==> config.mk <==
export PLATFORM = sky130hd
export DESIGN_NAME = mem_arbiter
export DESIGN_NICKNAME = d
export VERILOG_FILES = /design/src/rtl/mem_arbiter.sv
export SDC_FILE = /design/constraint.sdc
export NUM_CORES = 1
export LEC_CHECK = 0
export ABC_AREA = 0
export CAP_MARGIN = 15
export CORE_AREA = 2 2 120 122
export DETAILED_ROUTE_END_ITERATION = 6
export DIE_AREA = 0 0 122 124
export GPL_TIMING_DRIVEN = 0
export PLACE_DENSITY = 0.82
export SETUP_SLACK_MARGIN = 0.05
export SLEW_MARGIN = 20
export SYNTH_ARGS = -nofsm -noshare
export SYNTH_HDL_FRONTEND = slang
export SYNTH_SLANG_ARGS = --single-unit
export TNS_END_PERCENT = 100
==> constraint.sdc <==
create_clock -name clk -period 2.36 [get_ports clk]
set_input_delay 0.472 -clock clk [delete_from_list [all_inputs] [get_ports clk]]
set_output_delay 0.472 -clock clk [all_outputs]
set_load 0.01 [all_outputs]
==> src/rtl/mem_arbiter.sv <==
// Two-port memory arbiter: the instruction port (a) and the data port (b) share one
// downstream memory port. The data port wins ties; the granted request is held stable until pmem_resp.
module mem_arbiter #(
    parameter int WIDTH = 32
) (
    input  logic               clk,
    input  logic               reset_n,

    input  logic               cmem_read_a,
    input  logic               cmem_write_a,
    input  logic [WIDTH-1:0]   cmem_address_a,
    input  logic [WIDTH-1:0]   cmem_wdata_a,
    input  logic [WIDTH/8-1:0] cmem_byte_enable_a,
    output logic               cmem_resp_a,
    output logic [WIDTH-1:0]   cmem_rdata_a,

    input  logic               cmem_read_b,
    input  logic               cmem_write_b,
    input  logic [WIDTH-1:0]   cmem_address_b,
    input  logic [WIDTH-1:0]   cmem_wdata_b,
    input  logic [WIDTH/8-1:0] cmem_byte_enable_b,
    output logic               cmem_resp_b,
    output logic [WIDTH-1:0]   cmem_rdata_b,

    output logic               pmem_read,
    output logic               pmem_write,
    output logic [WIDTH-1:0]   pmem_address,
    output logic [WIDTH-1:0]   pmem_wdata,
    output logic [WIDTH/8-1:0] pmem_byte_enable,
    input  logic               pmem_resp,
    input  logic [WIDTH-1:0]   pmem_rdata
);

    localparam int BE_W = WIDTH / 8;

    typedef enum logic [1:0] {
        IDLE    = 2'd0,
        SERVE_A = 2'd1,
        SERVE_B = 2'd2
    } state_t;

    state_t            state_reg, state_next;
    logic              read_reg, read_next;
    logic              write_reg, write_next;
    logic [WIDTH-1:0]  address_reg, address_next;
    logic [WIDTH-1:0]  wdata_reg, wdata_next;
    logic [BE_W-1:0]   be_reg, be_next;

    logic pending_a, pending_b;
    logic load_a, load_b, clear_req;

    assign pending_a = cmem_read_a | cmem_write_a;
    assign pending_b = cmem_read_b | cmem_write_b;

    // On a completion edge the granted port's own request is ignored so a port that keeps
    // its request high cannot be re-granted back to back without an IDLE cycle.
    always_comb begin
        state_next = state_reg;
        load_a     = 1'b0;
        load_b     = 1'b0;
        clear_req  = 1'b0;
        case (state_reg)
            IDLE: begin
                if (pending_b) begin
                    state_next = SERVE_B;
                    load_b     = 1'b1;
                end else if (pending_a) begin
                    state_next = SERVE_A;
                    load_a     = 1'b1;
                end
            end
            SERVE_A: begin
                if (pmem_resp) begin
                    if (pending_b) begin
                        state_next = SERVE_B;
                        load_b     = 1'b1;
                    end else begin
                        state_next = IDLE;
                        clear_req  = 1'b1;
                    end
                end
            end
            SERVE_B: begin
                if (pmem_resp) begin
                    if (pending_a) begin
                        state_next = SERVE_A;
                        load_a     = 1'b1;
                    end else begin
                        state_next = IDLE;
                        clear_req  = 1'b1;
                    end
                end
            end
            default: begin
                state_next = IDLE;
                clear_req  = 1'b1;
            end
        endcase
    end

    // A simultaneous read and write is latched as a write only.
    always_comb begin
        read_next    = read_reg;
        write_next   = write_reg;
        address_next = address_reg;
        wdata_next   = wdata_reg;
        be_next      = be_reg;
        if (load_b) begin
            read_next    = cmem_read_b & ~cmem_write_b;
            write_next   = cmem_write_b;
            address_next = cmem_address_b;
            wdata_next   = cmem_wdata_b;
            be_next      = cmem_byte_enable_b;
        end else if (load_a) begin
            read_next    = cmem_read_a & ~cmem_write_a;
            write_next   = cmem_write_a;
            address_next = cmem_address_a;
            wdata_next   = cmem_wdata_a;
            be_next      = cmem_byte_enable_a;
        end else if (clear_req) begin
            read_next  = 1'b0;
            write_next = 1'b0;
        end
    end

    always_ff @(posedge clk or negedge reset_n) begin
        if (!reset_n) begin
            state_reg   <= IDLE;
            read_reg    <= 1'b0;
            write_reg   <= 1'b0;
            address_reg <= '0;
            wdata_reg   <= '0;
            be_reg      <= '0;
        end else begin
            state_reg   <= state_next;
            read_reg    <= read_next;
            write_reg   <= write_next;
            address_reg <= address_next;
            wdata_reg   <= wdata_next;
            be_reg      <= be_next;
        end
    end

    assign pmem_read        = read_reg;
    assign pmem_write       = write_reg;
    assign pmem_address     = address_reg;
    assign pmem_wdata       = wdata_reg;
    assign pmem_byte_enable = be_reg;

    assign cmem_resp_a  = (state_reg == SERVE_A) & pmem_resp;
    assign cmem_resp_b  = (state_reg == SERVE_B) & pmem_resp;
    assign cmem_rdata_a = pmem_rdata;
    assign cmem_rdata_b = pmem_rdata;

endmodule

Word-level counts from Yosys, hierarchy flattened --
Cells that the tools add are included.
Word-level totals: word-level logic and storage cells 53, bits in registers 72, input bits 175, output and inout port bits 136
Operators by class: bitwise logic cells 8, eq/ne operators 5, muxes and demuxes 30, reduce and logical (&&, ||, !) cells 4
Operator list (number):
- two-way mux 32 bit | 4
- two-way mux 1 bit | 15
- two-way mux 2 bit | 5
- two-way mux 4 bit | 2
- case mux 2 bit (3 select lines) | 1
- AND 1 bit | 4
- != test 2 bit, second input constant | 2
- case mux 1 bit (2 select lines) | 2
- != test 3 bit, second input constant | 1
- case mux 1 bit (3 select lines) | 1
- AND reduction 3 bit | 1
- nonzero test 3 bit | 1
- == test 2 x 1 -> 1 bit, second input constant | 1
- == test 2 bit, second input constant | 1
- zero test 2 bit | 1
- NOT 1 bit | 2
- OR 1 bit | 2
- nonzero test 2 bit | 1

Logic depth before layout (Yosys ltp) --
Gate-level depths: netlist of the first run.
depth in word-level cells 7, depth in mapped cells 8, depth with buffers taken out 6

Worst setup path before layout of the first run --
No wires, ideal clock.
path type reg-to-reg, start reg state_reg[0], end reg wdata_reg[17], in the netlist pmem_wdata[17], slack 0.264 ns, buffers on the path 2, data required time 2.233 ns, cell stages (with the launch flop) 9, arrival time 1.969 ns, setup time 0.127 ns, clock period less this slack 2.096 ns, path through dfrtp_1 inv_1 ha_1 and2_1 or2_4 a21oi_4 buf_6 buf_6 mux2_1
On the way: longest elaborated chain between the ends 3, elaborated cells on any way between the ends 7, classes of those cells 2 x eq/ne; 3 x mux; 2 x reduce/logical
RTL lines:
- from (decl) | line 42 | state_t state_reg, state_next;
- from (signal assigned) | line 135 | state_reg <= state_next;
- == test 2 x 1 -> 1 bit (tied with other cells) | line 62 | case (state_reg)
- case mux 1 bit (2 select lines) | line 62
- two-way mux 32 bit or nonzero test 2 bit (tied branches)
- to (signal assigned) | line 139 | wdata_reg <= wdata_next;
- to (decl) | line 46 | logic [WIDTH-1:0] wdata_reg, wdata_next;
Parallel ways exist; a longest one is shown, timed or not. A chain may end at the register's enable or synchronous reset.

Worst setup path in the final report of the first run --
start reg state_reg[1], end out cmem_resp_a
On the way: longest elaborated chain between the ends 2
RTL lines:
- == test 2 x 1 -> 1 bit | line 150 | assign cmem_resp_a = (state_reg == SERVE_A) & pmem_resp;
- AND 1 bit | line 150
- to (decl) | line 14 | output logic cmem_resp_a,
No other way between the ends.

==> impl_summary.log, run 1 <==
[metrics] number of global-route vias before repair: 3802
[metrics] final antenna-violating net count: 0
[metrics] full die area: 15130 um^2
[metrics] setup repair after global routing missed its margin: yes
[metrics] area fraction of the dominant cell type after synthesis: 42.72%
[metrics] Synth cell types: 25
[metrics] Max Buffers Root-to-Sink: 2
[metrics] basic-gate share of the synthesized area counting and, or, nand and nor cells: 2.017%
[metrics] Post-Place Cell Area: 7243 um^2
[metrics] Filler Cell Count: 1133
[metrics] number of hold-slack violations in the final timing report: 0
[metrics] detailed-route DRC error count: 0
[metrics] detailed-route wire length per cell: 16.37 um
[metrics] Routed WL: 13150 um
[metrics] number of nets in the layout: 798
[metrics] largest area contributor in the synthesized netlist: sky130_fd_sc_hd__dfrtp_1
[metrics] final critical delay including setup and external delays: 2.253 ns
[metrics] Cell Chain, Critical Path: inv_1 -> ha_1 -> and2_1 -> clkdlybuf4s50_1
[metrics] switching part of the total: 32.18%
[metrics] number of levels the H-tree was split into: 3
[metrics] sequential share of the synthesized area: 42.72%
[metrics] diodes inserted: 0
[metrics] Std-Cell Core Area: 13720 um^2
[metrics] Chip Width: 122 um
[metrics] multiplexer fraction of the synthesized cell area: 37.59%
[metrics] total I/O pin count: 311
[metrics] maximum vdd ir drop: 0.6462 mV
[metrics] Syn Nets: 503
[metrics] share of the clock period used by the worst path: 95.46%
[metrics] Seq pwr share: 25.5%
[metrics] clock-pin slew reported for the worst setup and hold paths after clock tree synthesis: 0.05 ns
[metrics] critical path start-end classification: register to output pin
[metrics] cell chosen for the clock root: sky130_fd_sc_hd__clkbuf_16
[metrics] first-pass iteration count of the detailed router: 4
[metrics] post-synth design cell area: 4218 um^2
[metrics] Clock power frac: 14.8%
[metrics] aggregate global routing overflow: 0
[metrics] Fmax: 0.4439 GHz
[metrics] clock insertion delay at the later pin of the skew report: 0.33 ns
[metrics] share of cells above drive strength 1: 38.20%
[metrics] headroom to the max-slew limit: 64.16%
[metrics] vias per std cell: 4.421
[metrics] combinational family with the most area after synthesis: multiplexers
[metrics] Setup TNS Final: 0 ns
[metrics] xor/xnor cell area share of the yosys netlist: 0%
[metrics] worst-case clock skew: 0.004420 ns
[metrics] Crit-path slowest cell: sky130_fd_sc_hd__clkdlybuf4s50_1
[metrics] detailed placement HPWL: 10550 um
[metrics] net switching power: 2.829 mW
[metrics] CP Data Required Time: 1.89 ns
[metrics] weighted congestion at the end of routability-driven global placement: 0.8197
[metrics] share of the core filled with cells: 55.60%
[metrics] commonest cells after routing, fill and taps aside: 276 x sky130_fd_sc_hd__clkdlybuf4s50_1, 130 x sky130_fd_sc_hd__mux2_2, 77 x sky130_fd_sc_hd__buf_4, 72 x sky130_fd_sc_hd__dfrtp_1
[metrics] count of input and output buffers: 278
[metrics] total clock buffers created by CTS: 9
[metrics] site row count: 43
[metrics] result of the run: finished clean
[metrics] Tot GR Track Use: 16.67%
[metrics] first-pass GRT wire length: 19230 um
[metrics] Post-Syn Area per Cell: 13.06 um^2
[metrics] startpoint type of the worst setup path: register
[metrics] gate count of the mapped netlist: 323
[metrics] Worst Hold Slack: 0.1171 ns
[metrics] power share of the combinational group: 59.8%
[metrics] Adder-Cell Fraction of Synth Area: 1.483%
[metrics] critical-path maximum fanout: 4
[metrics] type of destination of the critical path: output pin
[metrics] synth warn: 0
[metrics] biggest area contributors in the synthesized netlist: sky130_fd_sc_hd__dfrtp_1 43%, sky130_fd_sc_hd__mux2_2 35%, sky130_fd_sc_hd__buf_4 12%
[metrics] power density relative to cell area: 1152 nW/um^2
[metrics] Iteration-0 DRC Markers: 80
[metrics] TritonCTS clock tree: built
[metrics] synthesized-area fraction occupied by ao, oa, aoi and oai cells: 2.373%
[metrics] layout overhead on the synthesized area: 80.87%
[metrics] maximum number of pins on one net before global-route repair: 40
[metrics] Hold Path Class: input pin to asynchronous set/reset pin
[metrics] Static Leakage: 3.163 nW
[metrics] #FFs+latches synth: 72
[metrics] Worst path max stage delay: 0.54 ns
[metrics] final setup violation count: 0
[metrics] Layout Cell Area excl Fill: 7629 um^2
[metrics] overall die height: 124 um
[metrics] sink count of the clock tree: 72
[metrics] starting density of the core: 30.74%
[metrics] most common cell after layout, fill and taps aside: sky130_fd_sc_hd__clkdlybuf4s50_1
[metrics] Worst Max-Slew Pin Slew: 0.5375 ns
[metrics] antenna violations before repair: 0
[metrics] cell-internal power: 5.962 mW
[metrics] PnR worst setup slack: 0.1073 ns
[metrics] Max Cap Violations: 0
[metrics] number of vias in the routed layout: 3550
[metrics] Arr. time, crit path: 1.78 ns
[metrics] Post-Place Worst Slack: -0.3932 ns
[metrics] Pins Over Slew Limit: 0
[layout make-up]
| type | instances | area, um^2 | share of cell area (%) |
|---|---|---|---|
| repair buffers | 284 | 2853 | 37.40 |
| flip-flops and latches | 72 | 1802 | 23.62 |
| clock inverters | 4 | 45.04 | 0.5905 |
| inverters | 2 | 7.507 | 0.09841 |
| multi-input cells | 172 | 1863 | 24.42 |
| clock buffers | 12 | 236.5 | 3.100 |
| well taps | 180 | 225.2 | 2.952 |
| plain buffers | 77 | 596.8 | 7.824 |
[metal layers]
layer	GRT usage [%]	vias up	part of all wire [%]
met1	16.56	1705	33
met2	31.81	180	55
met4	6.825	0	1.9
li1	-	1649	-
met5	0	-	0
met3	5.449	16	9.9
[logic make-up (layout without fill, tap and decap cells)]
kind of cell | count (synthesis) | in the layout
muxes | 141 | 141
buffers and inverters | 80 | 379
DFF | 72 | 72
and+or+nand+nor | 16 | 16
AOI/OAI and AO/OA | 9 | 10
adders and majority gates | 5 | 5
[cell usage after synthesis]
library cell	count
sky130_fd_sc_hd__inv_1	2
sky130_fd_sc_hd__ha_1	5
sky130_fd_sc_hd__o2bb2ai_1	1
sky130_fd_sc_hd__nand2_1	3
sky130_fd_sc_hd__o22ai_1	1
sky130_fd_sc_hd__mux2i_1	2
sky130_fd_sc_hd__buf_2	7
sky130_fd_sc_hd__mux2_2	130
sky130_fd_sc_hd__or2_2	1
sky130_fd_sc_hd__buf_6	2
sky130_fd_sc_hd__buf_4	69
sky130_fd_sc_hd__o21ai_0	1
sky130_fd_sc_hd__a2111oi_4	1
sky130_fd_sc_hd__nor3b_1	2
sky130_fd_sc_hd__nor3_1	2
sky130_fd_sc_hd__o21ai_1	1
sky130_fd_sc_hd__o211a_1	1
sky130_fd_sc_hd__mux2_1	9
sky130_fd_sc_hd__dfrtp_1	72
sky130_fd_sc_hd__nor2_1	4
sky130_fd_sc_hd__and2_1	2
sky130_fd_sc_hd__a21oi_1	1
sky130_fd_sc_hd__nor2b_1	1
sky130_fd_sc_hd__or2_4	1
sky130_fd_sc_hd__a21oi_4	2
[per-stage QoR]
stage               total power [mW]  instances
floorplan                      5.079        323
detailed placement             7.331        782
global placement               7.155        781
CTS                            8.892        803
finish                         8.791        803
global route                   9.326        803
[power by group through the flow]
stage          clock network (mW)  registers, mW  logic (mW)
2_1_floorplan                   0           2.51        2.57
3_3_place_gp                    0           2.21        4.95
3_5_place_dp                    0           2.26        5.08
4_1_cts                      1.35           2.24        5.30
5_1_grt                      1.40           2.31        5.61
6_report                     1.30           2.24        5.25
[what timing repair did]
| item | in CTS | in global routing |
|---|---|---|
| resized for setup | 11 | 5 |
| setup buffers | 5 | 0 |
| hold buffers | 0 | 0 |
| cloned | 1 | 0 |
| endpoints found under the setup margin | 69 | 69 |
| pin swaps | 2 | 0 |
[final timing paths]
check	end	depth (start not counted)	slack [ns]	startpoint
min in group clk	pmem_wdata[21]$_DFFE_PN0P_	1	0.50	pmem_wdata[21]$_DFFE_PN0P_
max in group asynchronous	state_reg[0]$_DFFE_PN0P_	2	1.67	reset_n
worst min register to register	pmem_wdata[21]$_DFFE_PN0P_	1	0.50	pmem_wdata[21]$_DFFE_PN0P_
worst max-delay path	cmem_resp_a	4	0.11	state_reg[1]$_DFFE_PN0P_
worst max register to register	pmem_address[24]$_DFFE_PN0P_	8	0.11	state_reg[0]$_DFFE_PN0P_
worst min-delay path	pmem_wdata[31]$_DFFE_PN0P_	1	0.12	reset_n
[critical path: cells and delay by family, from the launching register on]
family / cells / cell delay, ns
buffers and inverters: 2 / 0.67
flip-flops: 1 / 0.41
adder cells (fa/ha/maj): 1 / 0.24
AND/OR/NAND/NOR: 1 / 0.15
Note: power is estimated with default switching activity, not from simulation.
==> inputs of run 2 (changes only) <==
--- a/config.mk
+++ b/config.mk
@@ -9,4 +9,5 @@
 export CAP_MARGIN = 15
 export CORE_AREA = 2 2 120 122
+export CTS_CLUSTER_DIAMETER = 40
 export DETAILED_ROUTE_END_ITERATION = 6
 export DIE_AREA = 0 0 122 124
@@ -18,3 +19,3 @@
 export SYNTH_HDL_FRONTEND = slang
 export SYNTH_SLANG_ARGS = --single-unit
-export TNS_END_PERCENT = 100
+export TNS_END_PERCENT = 1
==> constraint.sdc (replaced) <==
create_clock -name clk -period 2.36 [get_ports clk]
set_input_delay 0.708 -clock clk [delete_from_list [all_inputs] [get_ports clk]]
set_output_delay 0.708 -clock clk [all_outputs]
set_load 0.01 [all_outputs]
==> run 2 against run 1 <==
Against the previous run: global-route usage is 0.059 points higher; count of clock-buffer cells in the layout stayed put; critical path depth stayed put; maximum frequency is 1.4% higher; critical endpoint is now cmem_resp_b.
==> impl_summary.log, run 2 (same netlist as run 1, synthesis figures left out) <==
[metrics] Clock power frac: 14.7%
[metrics] clock-pin slew reported for the worst setup and hold paths after clock tree synthesis: 0.05 ns
[metrics] Tot GR Track Use: 16.72%
[metrics] Iteration-0 DRC Markers: 91
[metrics] power density relative to cell area: 1156 nW/um^2
[metrics] r2r worst-path depth: 8
[metrics] Max Buffers Root-to-Sink: 2
[metrics] met2 wirelength from detailed routing: 7228 um
[metrics] uppermost routed layer: met4
[metrics] vias per std cell: 4.433
[metrics] Post-Place Cell Area: 7243 um^2
[metrics] Post-Place Worst Slack: -0.6292 ns
[metrics] net switching power: 2.855 mW
[metrics] worst-case clock skew: 0.003917 ns
[metrics] cell chosen for the clock root: sky130_fd_sc_hd__clkbuf_16
[metrics] detailed-route wire length per cell: 16.38 um
[metrics] commonest cells after routing, fill and taps aside: 272 x sky130_fd_sc_hd__clkdlybuf4s50_1, 130 x sky130_fd_sc_hd__mux2_2, 78 x sky130_fd_sc_hd__buf_4, 72 x sky130_fd_sc_hd__dfrtp_1
[metrics] starting density of the core: 30.74%
[metrics] area used by multi-input combinational logic: 1873 um^2
[metrics] most common cell after layout, fill and taps aside: sky130_fd_sc_hd__clkdlybuf4s50_1
[metrics] Fmax: 0.4502 GHz
[metrics] Cell Chain, Critical Path: inv_2 -> ha_2 -> and2_1 -> dlygate4sd2_1
[metrics] detailed placement HPWL: 10550 um
[metrics] diodes inserted: 0
[metrics] Pins Over Slew Limit: 0
[metrics] Routed WL: 13200 um
[metrics] Arr. time, crit path: 1.51 ns
[metrics] switching part of the total: 32.19%
[metrics] Std-Cell Core Area: 13720 um^2
[metrics] TritonCTS clock tree: built
[metrics] first-pass GRT wire length: 19260 um
[metrics] number of levels the H-tree was split into: 3
[metrics] cell-internal power: 6.014 mW
[metrics] number of global-route vias before repair: 3806
[metrics] total clock buffers created by CTS: 9
[metrics] sink count of the clock tree: 72
[metrics] total I/O pin count: 311
[metrics] maximum number of pins on one net before global-route repair: 40
[metrics] antenna violations before repair: 0
[metrics] number of nets in the layout: 801
[metrics] full die area: 15130 um^2
[metrics] share of cells above drive strength 1: 38.82%
[metrics] PnR worst setup slack: 0.1386 ns
[metrics] Seq pwr share: 25.2%
[metrics] result of the run: finished clean
[metrics] number of hold-slack violations in the final timing report: 0
[metrics] count of input and output buffers: 278
[metrics] final antenna-violating net count: 0
[metrics] Layout Cell Area excl Fill: 7671 um^2
[metrics] total routed wire length on the met1 layer: 4417 um
[metrics] first-pass iteration count of the detailed router: 4
[metrics] worst reg-to-reg setup slack: 0.15 ns
[metrics] register cell area after layout: 1802 um^2
[metrics] type of destination of the critical path: output pin
[metrics] critical-path maximum fanout: 5
[metrics] headroom to the max-slew limit: 64.17%
[metrics] aggregate global routing overflow: 0
[metrics] site row count: 43
[metrics] maximum vdd ir drop: 0.6565 mV
[metrics] number of vias in the routed layout: 3573
[metrics] CP Data Required Time: 1.65 ns
[metrics] met3 routed WL: 1295 um
[metrics] overall die height: 124 um
[metrics] startpoint type of the worst setup path: register
[metrics] layout overhead on the synthesized area: 81.87%
[metrics] Worst Max-Slew Pin Slew: 0.5374 ns
[metrics] setup repair after global routing missed its margin: no
[metrics] critical path start-end classification: register to output pin
[metrics] Max Cap Violations: 0
[metrics] clock insertion delay at the later pin of the skew report: 0.32 ns
[metrics] Worst path max stage delay: 0.41 ns
[metrics] detailed-route DRC error count: 0
[metrics] Chip Width: 122 um
[metrics] Hold Path Class: input pin to asynchronous set/reset pin
[metrics] Worst R2R Start: state_reg[1]$_DFFE_PN0P_
[metrics] Crit-path slowest cell: sky130_fd_sc_hd__dfrtp_1
[metrics] share of the clock period used by the worst path: 94.13%
[metrics] power share of the combinational group: 60.1%
[metrics] weighted congestion at the end of routability-driven global placement: 0.8197
[metrics] final critical delay including setup and external delays: 2.221 ns
[metrics] Filler Cell Count: 1135
[metrics] final setup violation count: 0
[metrics] reg-to-reg endpoint: pmem_wdata[22]$_DFFE_PN0P_
[metrics] Static Leakage: 3.195 nW
==> run 2: worst max-delay path: cells and delay by family (launching register included) <==
family                   cells  cell delay, ns
AND/OR/NAND/NOR              1            0.17
buffers and inverters        2            0.39
adder cells (fa/ha/maj)      1            0.22
flip-flops                   1            0.41
==> run 2: worst max path at each step <==
stage,depth (start not counted),end,slack (ns),startpoint
6_report,4,cmem_resp_b,0.14,state_reg[0]$_DFFE_PN0P_
4_1_cts,7,pmem_address[24]$_DFFE_PN0P_,-0.02,cmem_write_b
2_1_floorplan,6,pmem_wdata[17]$_DFFE_PN0P_,0.26,pmem_resp
3_5_place_dp,6,pmem_wdata[17]$_DFFE_PN0P_,-0.63,pmem_resp
5_1_grt,8,pmem_wdata[24]$_DFFE_PN0P_,0.06,state_reg[1]$_DFFE_PN0P_
3_3_place_gp,1,pmem_wdata[25]$_DFFE_PN0P_,-1.89,reset_n
==> run 2: through the flow <==
stage          instances  total power [mW]  hold slack, ns  TNS, ns  utilization [%]
4_1_cts              804             8.884          0.3616  -0.3894            55.47
6_report             806             8.868          0.3564        0            55.91
3_5_place_dp         782             7.331          0.4852   -41.20            52.80
5_1_grt              806             9.392          0.3894        0            55.91
3_3_place_gp         781             7.155          0.4767  -173.89            52.67
2_1_floorplan        323             5.079          0.4124        0                -
==> run 2: final cells by class <==
| type | instances | share of cell area, % |
|---|---|---|
| clock inverter | 4 | 0.5872 |
| tap | 180 | 2.936 |
| sequential | 72 | 23.49 |
| inverter | 2 | 0.09786 |
| timing repair buffer | 286 | 37.42 |
| clock buffer | 12 | 3.083 |
| multi-input combinational | 172 | 24.42 |
| buffer | 78 | 7.976 |
==> run 2: power groups by stage <==
stage	sequential, mW	combinational [mW]	clock, mW
6_report	2.24	5.33	1.30
3_5_place_dp	2.26	5.08	0
2_1_floorplan	2.51	2.57	0
3_3_place_gp	2.21	4.95	0
4_1_cts	2.24	5.29	1.35
5_1_grt	2.31	5.68	1.40
==> run 2: repair_timing <==
| item | in CTS | in global routing |
|---|---|---|
| hold buffers | 0 | 0 |
| pin swaps | 0 | 1 |
| cloned | 1 | 0 |
| setup buffers | 5 | 2 |
| resized for setup | 13 | 15 |
| setup endpoints to repair | 72 | 70 |
==> run 2: layer usage <==
| layer | vias up | GRT usage (%) |
|---|---|---|
| met5 | - | 0 |
| met4 | 0 | 6.825 |
| met3 | 17 | 5.449 |
| met2 | 179 | 31.95 |
| met1 | 1718 | 16.61 |
| li1 | 1659 | - |
